**src/rtl/nibser_pkg.sv**
```systemverilog
// Shared types and constants for the nibble serializer.
// Build option: NIBSER_PARITY_EN appends an even parity beat to each word.
package nibser_pkg;

    localparam int DEF_WIDTH = 4;

    typedef enum logic [1:0] {
        ST_IDLE   = 2'd0,
        ST_SHIFT  = 2'd1,
        ST_PARITY = 2'd2
    } state_t;

endpackage

```
**src/rtl/nibble_serializer_shift_reg_ld.sv**
```systemverilog
// Parallel-load shift register; head is the bit on the wire.
// Shift direction follows MSB_FIRST, vacated bits fill with 0.
module shift_reg_ld #(
    parameter int WIDTH     = 4,
    parameter bit MSB_FIRST = 1'b1
) (
    input  logic             clk,
    input  logic             rst_n,
    input  logic             load,
    input  logic             shift,
    input  logic [WIDTH-1:0] din,
    output logic             head
);

    logic [WIDTH-1:0] q;

    always_ff @(posedge clk or negedge rst_n) begin
        if (!rst_n) begin
            q <= '0;
        end else if (load) begin
            q <= din;
        end else if (shift) begin
            if (MSB_FIRST) q <= {q[WIDTH-2:0], 1'b0};
            else           q <= {1'b0, q[WIDTH-1:1]};
        end
    end

    assign head = MSB_FIRST ? q[WIDTH-1] : q[0];

endmodule

```
**src/rtl/nibble_serializer.sv**
```systemverilog
// Parallel-to-serial stage: one word in, one bit per accepted beat out.
// Build option: NIBSER_PARITY_EN adds a final even parity beat.
module nibble_serializer
    import nibser_pkg::*;
#(
    parameter int WIDTH     = DEF_WIDTH,
    parameter bit MSB_FIRST = 1'b1
) (
    input  logic             clk,
    input  logic             rst_n,
    input  logic [WIDTH-1:0] in_data,
    input  logic             in_valid,
    output logic             in_ready,
    output logic             ser_out,
    output logic             ser_valid,
    input  logic             ser_ready,
    output logic             ser_last,
    output logic             busy
);

    localparam int CW = $clog2(WIDTH + 1);
    localparam logic [CW-1:0] LAST_IDX = CW'(WIDTH - 1);

    state_t        state;
    logic [CW-1:0] count;
    logic          head;
    logic          accept;
    logic          beat;

    assign accept = (state == ST_IDLE) && in_valid && in_ready;
    assign beat   = ser_valid && ser_ready;

    shift_reg_ld #(
        .WIDTH     (WIDTH),
        .MSB_FIRST (MSB_FIRST)
    ) u_sreg (
        .clk   (clk),
        .rst_n (rst_n),
        .load  (accept),
        .shift ((state == ST_SHIFT) && beat),
        .din   (in_data),
        .head  (head)
    );

`ifdef NIBSER_PARITY_EN
    logic par;

    always_ff @(posedge clk or negedge rst_n) begin
        if (!rst_n)      par <= 1'b0;
        else if (accept) par <= ^in_data;
    end

    assign ser_out = (state == ST_PARITY) ? par : head;
`else
    assign ser_out = head;
`endif

    always_ff @(posedge clk or negedge rst_n) begin
        if (!rst_n) begin
            state     <= ST_IDLE;
            count     <= '0;
            in_ready  <= 1'b0;
            ser_valid <= 1'b0;
            ser_last  <= 1'b0;
            busy      <= 1'b0;
        end else begin
            unique case (state)
                ST_IDLE: begin
                    if (accept) begin
                        state     <= ST_SHIFT;
                        count     <= '0;
                        in_ready  <= 1'b0;
                        ser_valid <= 1'b1;
                        ser_last  <= 1'b0;
                        busy      <= 1'b1;
                    end else begin
                        in_ready  <= 1'b1;
                    end
                end
                ST_SHIFT: begin
                    if (beat) begin
                        count <= count + 1'b1;
                        if (count == LAST_IDX) begin
`ifdef NIBSER_PARITY_EN
                            state     <= ST_PARITY;
                            ser_last  <= 1'b1;
`else
                            state     <= ST_IDLE;
                            ser_valid <= 1'b0;
                            ser_last  <= 1'b0;
                            busy      <= 1'b0;
                            in_ready  <= 1'b1;
`endif
                        end else begin
`ifndef NIBSER_PARITY_EN
                            ser_last <= (count == LAST_IDX - 1'b1);
`endif
                        end
                    end
                end
`ifdef NIBSER_PARITY_EN
                ST_PARITY: begin
                    if (beat) begin
                        state     <= ST_IDLE;
                        ser_valid <= 1'b0;
                        ser_last  <= 1'b0;
                        busy      <= 1'b0;
                        in_ready  <= 1'b1;
                    end
                end
`endif
                default: begin
                    state <= ST_IDLE;
                end
            endcase
        end
    end

endmodule

```
**config.mk**
```make
export PLATFORM = sky130hd
export DESIGN_NAME = nibble_serializer
export DESIGN_NICKNAME = d
export VERILOG_FILES = /design/src/rtl/nibser_pkg.sv /design/src/rtl/nibble_serializer_shift_reg_ld.sv /design/src/rtl/nibble_serializer.sv
export SDC_FILE = /design/constraint.sdc
export NUM_CORES = 1
export LEC_CHECK = 0
export ABC_AREA = 1
export BUFFER_PORTS_ARGS = -buffer_cell sky130_fd_sc_hd__buf_4
export CORE_AREA = 2 2 39 41
export CTS_BUF_LIST = sky130_fd_sc_hd__clkbuf_8
export DETAILED_ROUTE_END_ITERATION = 10
export DIE_AREA = 0 0 41 43
export PLACE_DENSITY = 0.71
export SLEW_MARGIN = 20
export SYNTH_ARGS = -nofsm -noshare
export SYNTH_HDL_FRONTEND = slang
export SYNTH_HIERARCHICAL = 1
export SYNTH_SLANG_ARGS = --single-unit
```
**constraint.sdc**
```tcl
create_clock -name clk -period 1.3 [get_ports clk]
set_clock_uncertainty 0.05 [all_clocks]
set_input_delay 0.26 -clock clk [delete_from_list [all_inputs] [get_ports clk]]
set_output_delay 0.26 -clock clk [all_outputs]
set_load 0.005 [all_outputs]
```
; ---- After elaboration in Yosys (flattened, before gate mapping)
; Cells that the tools add are included.
[word_totals]
register_bits = 12
out_inout_bits = 5
wordCells = 45
[op_classes]
addsub = 1
eq_ne = 6
n_mux = 21
reduce_logical = 11
[ops]
columns = operator, n
row1 = $mux 1, 9
row2 = $reduce_and 3->1, 3
row3 = $mux 4, 2
row4 = $eq 3x2->1 const B, 2
row5 = $mux 2, 3
row6 = $mux 3, 2
row7 = $pmux 1 s2, 3
row8 = $pmux 3 s2, 1
row9 = $logic_and 1x1->1, 4
row10 = $ne 2x2->1 const B, 2
row11 = $pmux 2 s2, 1
row12 = $reduce_and 4->1, 1
row13 = $reduce_bool 2->1, 2
row14 = $add 3x1->3 const B, 1
row15 = $eq 2x1->1 const B, 1
row16 = $logic_not 2->1, 1
row17 = $ne 2x1->1 const B, 1

; ---- Depth between registers and ports, before layout
[depth]
ltp_word = 5
mapped_depth = 6
ltp_nobuf = 6

; ---- By module
; Netlist, hierarchy kept.
[modules_own_cells]
columns = mod, n_inst, cells_each, area_each_um2, seq_area_each_um2
row1 = nibble_serializer, 1, 35, 310.3, 150.1
row2 = shift_reg_ld, 1, 21, 173.9, 100.1

; ---- Least setup slack after synthesis
; No wires, ideal clock.
[synth_timing]
path_type = register to register
from = reg count[0]
to = reg count[2]
arrival_ns = 1.077
required_time_ns = 1.185
setup_slack_ns = 0.108
path_stages_with_launch = 5
n_path_buf = 0
synth_period_minus_slack_ns = 1.192
cell_sequence = dfrtp_1 -> ha_1 -> ha_1 -> or2_0 -> nand2_1
[synth_via]
elab_chain_cells = 3
[synth_rtl]
columns = item, line_no
row1 = "start, declared", nibble_serializer.sv:25  ; logic [CW-1:0] count;
row2 = "start signal, assigned", nibble_serializer.sv:82  ; count <= count + 1'b1;
row3 = $add 3x1->3, nibble_serializer.sv:82
row4 = $mux 3, nibble_serializer.sv:81  ; if (beat) begin
row5 = $pmux 3 s2, nibble_serializer.sv:67  ; unique case (state)
; Every way passes these cells. The select of a mux whose other input is x is not followed.
; A chain may end at the register's enable or synchronous reset.

; ---- Worst setup path in the final report
[layout_timing]
from = reg count[1]
to = reg count[2]
; The elaborated chain is that of the path after synthesis.

==> qor.yml <==
outcome: "finished clean"
grt_pass1_wl_um: 1570
ctsResizeCount: 0
pwr-share-clk: 0.228
antenna_found_initial: 0
ir_drop_mv: 0.749
min_delay_path_depth: 3
cp_common_cell: "ha_1"
syn_to_final_growth_pct: 33.3
grt_max_degree: 11
path_cells: "ha_1, ha_1, or2_0, nand2_1"
swShare: 0.343
post-place-cells: 84
hold_violations: 0
ys_warn_count: 6
regToRegSetupSlack_ns: 0.05
r2r-end: "count[2]$_DFFE_PN0P_"
clk_pin_slew_ns: 0.05
cp.arrival_ns: 1.37
row_count: 14
wl_met1_um: 411
synth-simple-area-share: 0.344
clock_path_buffers: 2
drtIter0Drc: 8
fin_crit_sh: 0.963
yosysUniqueCellTypes: 12
critPathBufInv: 0
grt-ovfl-total: 0
hp-class: "input pin to flip-flop"
vias: 416
pwr-share-comb: 0.360
clockRootBuffer: "clkbuf_8"
diodes: 0
max_slew_margin: 0.868
power.internal_mw: 0.896
synth-compound-area-share: 0
firstDrtPassIters: 4
via_per_inst: 4.73
grt_pass1_vias: 377
grtUsageTotal: 0.141
synthAdderAreaFrac: 0.0775
r2r_start: "count[1]$_DFFE_PN0P_"
initial_core_util: 0.350
synth_nets: 67
muxShareOfSynthArea: 0
routabilityCongestion: 0.720
min_period_ns: 1.25
synth_seq_cells: 10
crit_path_max_fanout: 3
wl_met3_um: 70
drive_above_1_share: 0.278
rsz0062_at_grt: "no"
cts_tree: "yes"
io_pins: 13
ctsHtreeMaxLevel: 1
drv_cap: 0
setup_violations: 0
synth_xor_area_frac: 0
critPathKind: "flip-flop to flip-flop"
wl_per_cell_um: 10.8
clock.fmax_mhz: 799
cts_setup_buffers: 0
drv_slew: 0
hold_end: "u_sreg/q[0]$_DFFE_PN0P_"
final_common_cell: "nand2_1"
setup_tns_ns: 0
avgSynthCellArea_um2: 8.65
insertion_delay_ns: 0.23
p_per_area_nw_per_um2: 2110
coreArea_um2: 1380
cellLeakagePower_nw: 0.358
r2r_cells: 4
seqPwrFrac: 0.412
drc: 0
final_cell_mix: "nand2_1 (18), buf_4 (13), nand3_1 (12), dfrtp_1 (10), inv_1 (5)"
wl_um: 949
highest_layer: "met4"
yosysSeqAreaShare: 0.517
met2_length_um: 423
tightest_slew_ns: 0.198
clkSinkCount: 10
crit_family: "adder cells"
finalNonFillerCells: 88
die_area_um2: 1760
port_buffers: 12
cts_buffers: 3
drtAntennaViolNets: 0
p_switching_mw: 0.468
fin_nets: 85
syn_area_um2: 484
die_h_um: 43
start_kind: "flip-flop"
post-dp-hpwl_um: 685
syn_inst: 56
min_from: "in_data[0]"
required_ns: 1.42
cp_slowest_cell: "dfrtp_1"
cpPeakStageDelay_ns: 0.40
fp.dieW_um: 41
cp_num_cells: 4
end_kind: "flip-flop"
synth_top_family_by_area: "simple AND/OR/NAND/NOR gates"
==> power groups by stage <==
stage / Clock (mW) / Combinational, mW / Sequential, mW
after floorplan: 0 / 0.302 / 0.548
after CTS: 0.318 / 0.501 / 0.563
final: 0.311 / 0.491 / 0.562
after detailed placement: 0 / 0.481 / 0.564
after global routing: 0.344 / 0.574 / 0.582
after global placement: 0 / 0.468 / 0.557
==> stage by stage <==
step	instance area (um^2)	util	hold slack (ns)	setup slack (ns)	total power, mW
after floorplan	484	-	-0.0856	0.108	0.849
after global placement	594	0.429	0.0460	0.0926	1.03
after detailed placement	594	0.429	0.0450	0.0641	1.05
after CTS	646	0.467	0.188	0.0522	1.38
after global routing	646	0.467	0.201	0.00278	1.50
final	646	0.467	0.185	0.0479	1.36
==> worst min-delay path, stage by stage <==
cell and delay [ns]:
buf_4 0.07, nand2_1 0.04, nand2_1 0.06
==> area by class of cell <==
class | instances | area (um^2)
clock buffers | 3 | 41.3
fillers | 128 | 738
inverters | 6 | 22.5
multi-input cells | 39 | 204
flip-flops and latches | 10 | 250
well taps | 16 | 20.0
repair buffers | 14 | 108
==> worst max-delay path by stage <==
stage                          from              endpoint
6_report       count[1]$_DFFE_PN0P_  count[2]$_DFFE_PN0P_
3_5_place_dp   count[0]$_DFFE_PN0P_  count[2]$_DFFE_PN0P_
5_1_grt        count[1]$_DFFE_PN0P_  count[2]$_DFFE_PN0P_
3_3_place_gp   count[0]$_DFFE_PN0P_  count[2]$_DFFE_PN0P_
4_1_cts        count[0]$_DFFE_PN0P_  count[2]$_DFFE_PN0P_
2_1_floorplan  count[0]$_DFFE_PN0P_  count[2]$_DFFE_PN0P_
==> logic make-up (layout without fill, tap and decap cells) <==
| family | Yosys count | in the layout |
|---|---|---|
| and+or+nand+nor | 36 | 36 |
| buffers and inverters | 7 | 23 |
| adders and majority gates | 3 | 3 |
| DFF | 10 | 10 |
==> Yosys cell counts <==
cell type  instances  area share
buf_4              1       0.016
inv_2              1      0.0077
nand3_2            1       0.021
nand2_1           18        0.14
nor2_1             1      0.0077
dfrtp_1           10        0.52
or2_0              2       0.026
inv_1              5       0.039
ha_1               3       0.078
nand2_2            1       0.013
nor2_2             1       0.013
nand3_1           12        0.12
==> metal layers <==
metal  GRT usage  up-vias
met3      0.0471        8
met5           0        -
met4       0.120        0
met1       0.172      181
li1            -      209
met2       0.188       18
==> sequential cells by signal, summed over array words and instances (netlist names) <==
name / count
u_sreg/q: 4
busy: 1
count: 3
in_ready: 1
ser_last: 1
==> what timing repair did <==
action / in CTS / in global routing
endpoints found under the hold margin: 10 / 0
setup endpoints to repair: 0 / 0
hold buffers: 1 / 0
Power figures use the tool's default switching activity.
